===== src/rtl/cpu_pkg.sv =====
// Shared definitions for the 8-bit bus CPU: opcodes, control-word bit positions
// and a helper that builds a one-hot control word from a bit index.
package cpu_pkg;

   localparam int CW_WIDTH = 16;
   localparam int STEP_W   = 3;

   typedef logic [CW_WIDTH-1:0] ctrl_word_t;

   localparam logic [3:0] OP_NOP = 4'h0;
   localparam logic [3:0] OP_LDA = 4'h1;
   localparam logic [3:0] OP_ADD = 4'h2;
   localparam logic [3:0] OP_SUB = 4'h3;
   localparam logic [3:0] OP_STA = 4'h4;
   localparam logic [3:0] OP_LDI = 4'h5;
   localparam logic [3:0] OP_JMP = 4'h6;
   localparam logic [3:0] OP_JC  = 4'h7;
   localparam logic [3:0] OP_JZ  = 4'h8;
   localparam logic [3:0] OP_OUT = 4'hE;
   localparam logic [3:0] OP_HLT = 4'hF;

   localparam logic [3:0] CW_HLT = 4'd15;
   localparam logic [3:0] CW_MI  = 4'd14;
   localparam logic [3:0] CW_RI  = 4'd13;
   localparam logic [3:0] CW_RO  = 4'd12;
   localparam logic [3:0] CW_IO  = 4'd11;
   localparam logic [3:0] CW_II  = 4'd10;
   localparam logic [3:0] CW_AI  = 4'd9;
   localparam logic [3:0] CW_AO  = 4'd8;
   localparam logic [3:0] CW_EO  = 4'd7;
   localparam logic [3:0] CW_SU  = 4'd6;
   localparam logic [3:0] CW_BI  = 4'd5;
   localparam logic [3:0] CW_OI  = 4'd4;
   localparam logic [3:0] CW_CE  = 4'd3;
   localparam logic [3:0] CW_CO  = 4'd2;
   localparam logic [3:0] CW_J   = 4'd1;
   localparam logic [3:0] CW_FI  = 4'd0;

   function automatic ctrl_word_t cw(input logic [3:0] idx);
      ctrl_word_t w;
      w      = '0;
      w[idx] = 1'b1;
      return w;
   endfunction

endpackage


===== src/rtl/control_sequencer_if.sv =====
// Sequencer <-> datapath connection: instruction/flag inputs to the sequencer,
// control word and status back out to the datapath and RAM.
interface control_sequencer_if;
   import cpu_pkg::*;

   logic [3:0]        opcode;
   logic              flag_c;
   logic              flag_z;
   ctrl_word_t        ctrl;
   logic [STEP_W-1:0] step;
   logic              halted;

   modport master (
      input  opcode,
      input  flag_c,
      input  flag_z,
      output ctrl,
      output step,
      output halted
   );

   modport slave (
      output opcode,
      output flag_c,
      output flag_z,
      input  ctrl,
      input  step,
      input  halted
   );

endinterface


===== src/rtl/control_sequencer_microcode.sv =====
// Microcode ROM: purely combinational (opcode, step, flags) -> control word.
// Every unlisted (opcode, step) pair decodes to zero.
module control_microcode
   import cpu_pkg::*;
(
   input  logic [3:0]        opcode,
   input  logic [STEP_W-1:0] step,
   input  logic              flag_c,
   input  logic              flag_z,
   output ctrl_word_t        word
);

   always_comb begin
      word = '0;
      case (step)
         3'd0: word = cw(CW_CO) | cw(CW_MI);
         3'd1: word = cw(CW_RO) | cw(CW_II) | cw(CW_CE);
         3'd2: begin
            case (opcode)
               OP_LDA, OP_ADD, OP_SUB, OP_STA: word = cw(CW_IO) | cw(CW_MI);
               OP_LDI: word = cw(CW_IO) | cw(CW_AI);
               OP_JMP: word = cw(CW_IO) | cw(CW_J);
               OP_JC:  word = flag_c ? (cw(CW_IO) | cw(CW_J)) : '0;
               OP_JZ:  word = flag_z ? (cw(CW_IO) | cw(CW_J)) : '0;
               OP_OUT: word = cw(CW_AO) | cw(CW_OI);
               OP_HLT: word = cw(CW_HLT);
               default: word = '0;
            endcase
         end
         3'd3: begin
            case (opcode)
               OP_LDA: word = cw(CW_RO) | cw(CW_AI);
               OP_ADD, OP_SUB: word = cw(CW_RO) | cw(CW_BI);
               OP_STA: word = cw(CW_AO) | cw(CW_RI);
               default: word = '0;
            endcase
         end
         3'd4: begin
            case (opcode)
               OP_ADD: word = cw(CW_EO) | cw(CW_AI) | cw(CW_FI);
               OP_SUB: word = cw(CW_EO) | cw(CW_AI) | cw(CW_SU) | cw(CW_FI);
               default: word = '0;
            endcase
         end
         default: word = '0;
      endcase
   end

endmodule


===== src/rtl/control_sequencer.sv =====
// Fetch/execute sequencer: microstep counter, HLT latch and control-word gating.
// A second microcode lookup on step+1 lets EARLY_END cut trailing empty steps.
module control_sequencer
   import cpu_pkg::*;
#(
   parameter int N_STEPS   = 5,
   parameter bit EARLY_END = 1'b0
) (
   input  logic                clk,
   input  logic                rst_n,
   control_sequencer_if.master bus
);

   logic [STEP_W-1:0] step_q;
   logic [STEP_W-1:0] step_plus;
   logic              halted_q;
   ctrl_word_t        cur_word;
   ctrl_word_t        next_word;

   assign step_plus = step_q + 3'd1;

   control_microcode u_cur (
      .opcode (bus.opcode),
      .step   (step_q),
      .flag_c (bus.flag_c),
      .flag_z (bus.flag_z),
      .word   (cur_word)
   );

   control_microcode u_next (
      .opcode (bus.opcode),
      .step   (step_plus),
      .flag_c (bus.flag_c),
      .flag_z (bus.flag_z),
      .word   (next_word)
   );

   // A HLT word freezes the counter in place; only reset releases it.
   always_ff @(posedge clk or negedge rst_n) begin
      if (!rst_n) begin
         step_q   <= '0;
         halted_q <= 1'b0;
      end else if (!halted_q) begin
         if (cur_word[CW_HLT]) begin
            halted_q <= 1'b1;
         end else if (step_q == STEP_W'(N_STEPS - 1)) begin
            step_q <= '0;
         end else if (EARLY_END && (step_q >= 3'd2) && (next_word == '0)) begin
            step_q <= '0;
         end else begin
            step_q <= step_plus;
         end
      end
   end

   assign bus.ctrl   = (halted_q || !rst_n) ? '0 : cur_word;
   assign bus.step   = step_q;
   assign bus.halted = halted_q;

endmodule


===== src/flat_wrapper.sv =====
// flat-port wrapper written by rule: the top's interface ports become plain ports
module control_sequencer_flat import cpu_pkg::*;
#(
   parameter int N_STEPS   = 5,
   parameter bit EARLY_END = 1'b0
)
  (clk, rst_n, bus_opcode, bus_flag_c, bus_flag_z, bus_ctrl, bus_step, bus_halted);
  control_sequencer_if bus_i ();
  input  logic clk;
  input  logic rst_n;
  input wire logic [$bits(bus_i.opcode)-1:0] bus_opcode;
  input wire logic [$bits(bus_i.flag_c)-1:0] bus_flag_c;
  input wire logic [$bits(bus_i.flag_z)-1:0] bus_flag_z;
  output wire logic [$bits(bus_i.ctrl)-1:0] bus_ctrl;
  output wire logic [$bits(bus_i.step)-1:0] bus_step;
  output wire logic [$bits(bus_i.halted)-1:0] bus_halted;
  assign bus_i.opcode = bus_opcode;
  assign bus_i.flag_c = bus_flag_c;
  assign bus_i.flag_z = bus_flag_z;
  assign bus_ctrl = bus_i.ctrl;
  assign bus_step = bus_i.step;
  assign bus_halted = bus_i.halted;
  control_sequencer #(.N_STEPS(N_STEPS), .EARLY_END(EARLY_END)) u_core (.clk(clk), .rst_n(rst_n), .bus(bus_i));
endmodule

===== config.mk =====
export PLATFORM = sky130hd
export DESIGN_NAME = control_sequencer_flat
export DESIGN_NICKNAME = d
export VERILOG_FILES = /design/src/rtl/cpu_pkg.sv /design/src/rtl/control_sequencer_if.sv /design/src/rtl/control_sequencer_microcode.sv /design/src/rtl/control_sequencer.sv /design/src/flat_wrapper.sv
export SDC_FILE = /design/constraint.sdc
export NUM_CORES = 1
export LEC_CHECK = 0
export CAP_MARGIN = 25
export CORE_AREA = 2 2 42 44
export CTS_CLUSTER_SIZE = 10
export DETAILED_ROUTE_END_ITERATION = 8
export DIE_AREA = 0 0 44 46
export PLACE_DENSITY = 0.82
export SLEW_MARGIN = 20
export SYNTH_ARGS = -nofsm -noshare
export SYNTH_HDL_FRONTEND = slang
export SYNTH_HIERARCHICAL = 1
export SYNTH_SLANG_ARGS = --single-unit

===== constraint.sdc =====
create_clock -name clk -period 3.3 [get_ports clk]
set_input_delay 0.495 -clock clk [delete_from_list [all_inputs] [get_ports clk]]
set_output_delay 0.495 -clock clk [all_outputs]
set_load 0.05 [all_outputs]

[Word-level counts from Yosys, hierarchy flattened]
Cells that the tools add are included.
Operators by class
  add/subtract/negate cells: 1
  equal/unequal tests: 14
  multiplexer cells: 10
  bitwise logic cells: 2
  reductions and logical operators: 6
Operator list (count)
  $pmux 16 s7: 1
  $pmux 16 s5: 1
  $pmux 14 s3: 1
  $mux 12: 2
  $pmux 10 s2: 1
  $eq 4x3->1 const B: 4
  $mux 16: 1
  $eq 4x4->1 const B: 3
  $eq 4x2->1 const B: 2
  $eq 3x2->1 const B: 2
  $eq 4x1->1 const B: 1
  $reduce_or 4->1: 1
  $add 3x1->3 const B: 1
  $eq 3x1->1 const B: 1
  $eq 3x3->1 const B: 1
  $logic_not 3->1: 1
  $mux 3: 1
  $mux 1: 2
  $not 1->1: 2
  $reduce_and 2->1: 1
  $reduce_or 2->1: 1
  $logic_not 1->1: 1
  $logic_or 1x1->1: 1
Word-level totals
  flip-flop bits (word level): 4
  input bits: 8
  output and inout bits: 20
  word-level logic and storage cells: 35

[Longest topological paths before layout]
  depth after elaboration: 6
  mapped depth: 8
  depth with buffers taken out: 7

[By module]
The synthesis kept the hierarchy.
By module, submodules not included
  control_sequencer: times used 1, cells each 37, area an instance 337.8 um2
  control_microcode: times used 1, cells each 42, area an instance 300.3 um2

[Least setup slack after synthesis]
No wires, ideal clock.
  kind: flip-flop to output port
  start: register u_core.step_q[0], in the netlist u_core/bus.step[0]
  end: output port bus_ctrl[8]
  arrival time: 1707 ps
  setup slack: 1098 ps
  cell stages (with the launch flop): 6
  path through: dfrtp_1 -> buf_6 -> and3b_1 -> a21oi_1 -> nor4bb_1 -> and2_1
Between the ends
  cells in the longest elaborated chain, start to end: 3
Ends and longest elaborated chain
  start, declared: RTL line control_sequencer.sv:14  | logic [STEP_W-1:0] step_q;
  start signal, assigned: RTL line control_sequencer.sv:51  | step_q <= step_plus;
  $eq 3x3->1 (tied with other cells): RTL line control_sequencer_microcode.sv:15  | case (step)
  $pmux 16 s5 (*): RTL line control_sequencer_microcode.sv:15
  via u_core.cur_word[8]: RTL line control_sequencer.sv:17  | ctrl_word_t cur_word;
  $mux 16 (*): RTL line control_sequencer.sv:56  | assign bus.ctrl = (halted_q || !rst_n) ? '0 : cur_word;
  end, declared: RTL line flat_wrapper.sv:14  | output wire logic [$bits(bus_i.ctrl)-1:0] bus_ctrl;
The timed path passes the listed nets; every way through them passes the cells marked *.

[Worst setup path in the final report]
  start: input port bus_opcode[2]
  end: output port bus_ctrl[9]
Between the ends
  cells in the longest elaborated chain, start to end: 5
Ends and longest elaborated chain
  start, declared: RTL line flat_wrapper.sv:11  | input wire logic [$bits(bus_i.opcode)-1:0] bus_opcode;
  $eq 4x2->1 (tied with other cells): RTL line control_sequencer_microcode.sv:19, control_sequencer_microcode.sv:31, control_sequencer_microcode.sv:39
  $reduce_or 4->1 / $reduce_or 2->1 (equally long branches): RTL line control_sequencer_microcode.sv:19, control_sequencer_microcode.sv:31
  $pmux 16 s7 / $pmux 14 s3 (equally long branches): RTL line control_sequencer_microcode.sv:19, control_sequencer_microcode.sv:31
  $pmux 16 s5 (*): RTL line control_sequencer_microcode.sv:15
  via u_core.cur_word[9]: RTL line control_sequencer.sv:17
  $mux 16 (*): RTL line control_sequencer.sv:56
Marked as above.

==> key figures <==
Clock network
  • Post-CTS Resized: 0
  • CTS tree: done
  • Clock root buffer: clkbuf_4
  • Clk Latency, worst-skew pair: about 240 ps
  • H-tree Lvls: 1
  • CTS Sinks: 4
  • CTS Buf Count: 3
  • CTS max path bufs: 2
  • Clock transition at the registers of the reported paths: ~40 ps
  • Cts hold-fix bufs: 0
  • Setup bufs post-CTS: 0

Worst setup path
  • Reg-to-reg slack, setup: 1790 ps
  • Worst Path Max Fanout: 8
  • Crit start category: primary input
  • Critical-path top delay cell: clkdlybuf4s50_1
  • Cell Chain, Critical Path: clkdlybuf4s50_1 > nor2_1 > and4_4 > a41o_1 > and2_1 > clkdlybuf4s50_1
  • Critical Path AT: 2480 ps
  • Levels on crit path: 6
  • Worst path max stage delay: between 700 and 800 ps
  • Reg2reg path depth: 6
  • Cell family with most CP delay: buffers and inverters
  • Critical R2R Launch: u_core/bus.step[0]
  • Reg2reg end: u_core/bus.step[2]
  • Crit Path Class: in2out
  • Most used cell, CP: clkdlybuf4s50_1
  • Worst Setup End Kind: output pin
  • Crit path required time: 2800 ps
  • Buf/Inv on CP: 2

Detailed routing
  • DR DRC count: 0
  • Via count: around 620
  • Post-DRT Antenna Nets: 0
  • Routed Wire Length: 1470 µm
  • Initial DRC Count: 9
  • Wire per inst: around 12 µm
  • Vias per inst: 5.18
  • Drt first pass iters: 3

Pwr
  • LEAKAGE: just over 0.4 nW
  • Sw frac: 55.4%
  • Power Density: 730 mW/mm²
  • P_int: 0.285 mW
  • Tot Pwr: 0.639 mW
  • Psw: 0.354 mW
  • Comb pwr share: 68.4%
  • Clock power share: 9.4%
  • Flop pwr share: between 20% and 30%
  • Maximum VDD drop: 0.544 mV

Timing
  • WHS: 477 ps
  • Fmax: 0.336 GHz
  • Tcrit/Tclk final: 90.1%
  • Worst Clk Skew: 4.64 ps
  • RSZ-0062 raised after global routing: false
  • Worst slew pin tran: between 500 and 600 ps
  • Normalized max-slew margin: around 66%
  • Setup tns final: 0 ps
  • Final setup viols: 0
  • Hold Vio Cnt, Final: 0
  • Pins Over Slew Limit: 0
  • Post-layout minimum cycle time: between 2000 and 3000 ps

Logic synthesis
  • Area contributors post-synth: dfrtp_1 (16%), and2_4 (9.6%), and2_2 (7.1%), buf_6 (5.3%), buf_4 (4.7%)
  • Synth warn: 6
  • Cell Area, Synth: between 600 and 700 µm²
  • Net Count, Synth: just under 90
  • Post-synth EDFFs: 0
  • Primary FF master, synth: dfrtp_1
  • Yosys cell types: 36
  • Synth area leader: dfrtp_1
  • Top-area cell type share of the netlist area: 15.7%
  • Synth async-reset ratio: 100%
  • Cells after Synth: 79
  • Register area share after synthesis: 15.7%
  • Post-synthesis average cell area: 8.08 µm²
  • FF+latch count, synth: 4

Floorplan
  • Starting Density: 39.5%
  • Rows: 15
  • Core area: ~0.0016 mm²
  • I/O pin count: 28
  • Die H: 46 µm
  • Die Wd: 44 µm
  • Die area: 0.00202 mm²

Cells and area
  • Syn-to-layout area delta: 37.3%
  • Post-layout nets: 115
  • Most common cell after layout, fill and taps aside: clkdlybuf4s50_1
  • Layout cells sized above 1: 34.0%
  • N_diodes: 0
  • Util after Layout: between 50% and 60%
  • Commonest non-fill, non-tap cells in the layout: clkdlybuf4s50_1 (19), buf_4 (9), and2_4 (7)

Job
  • Max-cap violations: 0

Global routing
  • First-pass GRT wire length: around 2200 µm
  • Largest net degree at the start of global routing: 17
  • GRT overflow: 0
  • Initial antenna violation count: 0
  • Vias in the first global route: 570
  • Global Route Usage Sum: between 10% and 20%

Placed design
  • Routability cong.: between 0.7 and 0.8
  • Final HPWL DP: around 1100 µm
  • IO Port Bufs: 27

Outcome
  • Status: finished, final reports clean

Hold path
  • Worst min path class: in2async
how the worst max path moves through the flow:
stage	start	to
floorplan	u_core/bus.step[0]	bus_ctrl[8]
global placement	bus_opcode[2]	bus_ctrl[9]
detailed placement	bus_opcode[2]	bus_ctrl[9]
CTS	bus_opcode[2]	bus_ctrl[9]
global route	bus_opcode[3]	bus_ctrl[9]
finish	bus_opcode[2]	bus_ctrl[9]
power groups by stage:
| stage | registers, mW | logic [mW] | clock network [mW] |
|---|---|---|---|
| after floorplan | 0.198 | 0.274 | 0 |
| after global placement | 0.138 | 0.420 | 0 |
| after detailed placement | 0.143 | 0.434 | 0 |
| after CTS | 0.142 | 0.437 | 0.0635 |
| after global routing | 0.147 | 0.471 | 0.0640 |
| final | 0.142 | 0.437 | 0.0602 |
logic make-up after synthesis:
logic type / share of synthesized area, %
AND/OR/NAND/NOR: 51.2
AO/OA/AOI/OAI: 14.9
buffers and inverters: 12.9
flip-flops: 15.7
adder cells (fa/ha/maj): 3.92
XOR/XNOR: 1.37
worst reg2reg max path: stages, from the launching register on:
cell and delay (ps):
dfrtp_1 610, nor3b_2 130, and3_1 230, nor2_4 160, inv_2 50, o21ai_1 130
o21ai_1 80
sequential cells by signal, indices dropped and copies added, names as in the netlist:
name               cells
u_core/bus.halted      1
u_core/bus.step        3
routing by layer:
layer,part of all wire (%),track usage (%),up-vias
met5,0,0,-
met4,1.2,9.09,0
met3,6.9,1.59,2
met2,50,27.4,21
met1,42,14.7,282
li1,-,-,317
synth_stat cells, drive strengths merged, types with 2 or more instances:
master and n:
ha 2, o21ai 5, inv 5, nor2 7, nor3 3, and4 2
a21oi 4, and2 17, nand2 4, buf 7, and3 3, dfrtp 4
area by class of cell:
class	instances	area (µm²)
Fill cell	174	738
Multi-Input combinational cell	63	455
Timing Repair Buffer	28	258
Sequential cell	4	100
Clock buffer	3	22.5
Tap cell	17	21.3
Inverter	5	18.8
metrics by stage:
step / cells / worst slack [ps] / instance area (µm²)
after global routing: 120 / 220 / 876
after global placement: 117 / 345 / 853
after floorplan: 79 / 1100 / 638
final: 120 / 326 / 876
after detailed placement: 117 / 325 / 853
after CTS: 120 / 319 / 876
Note: power is estimated with default switching activity, not from simulation.
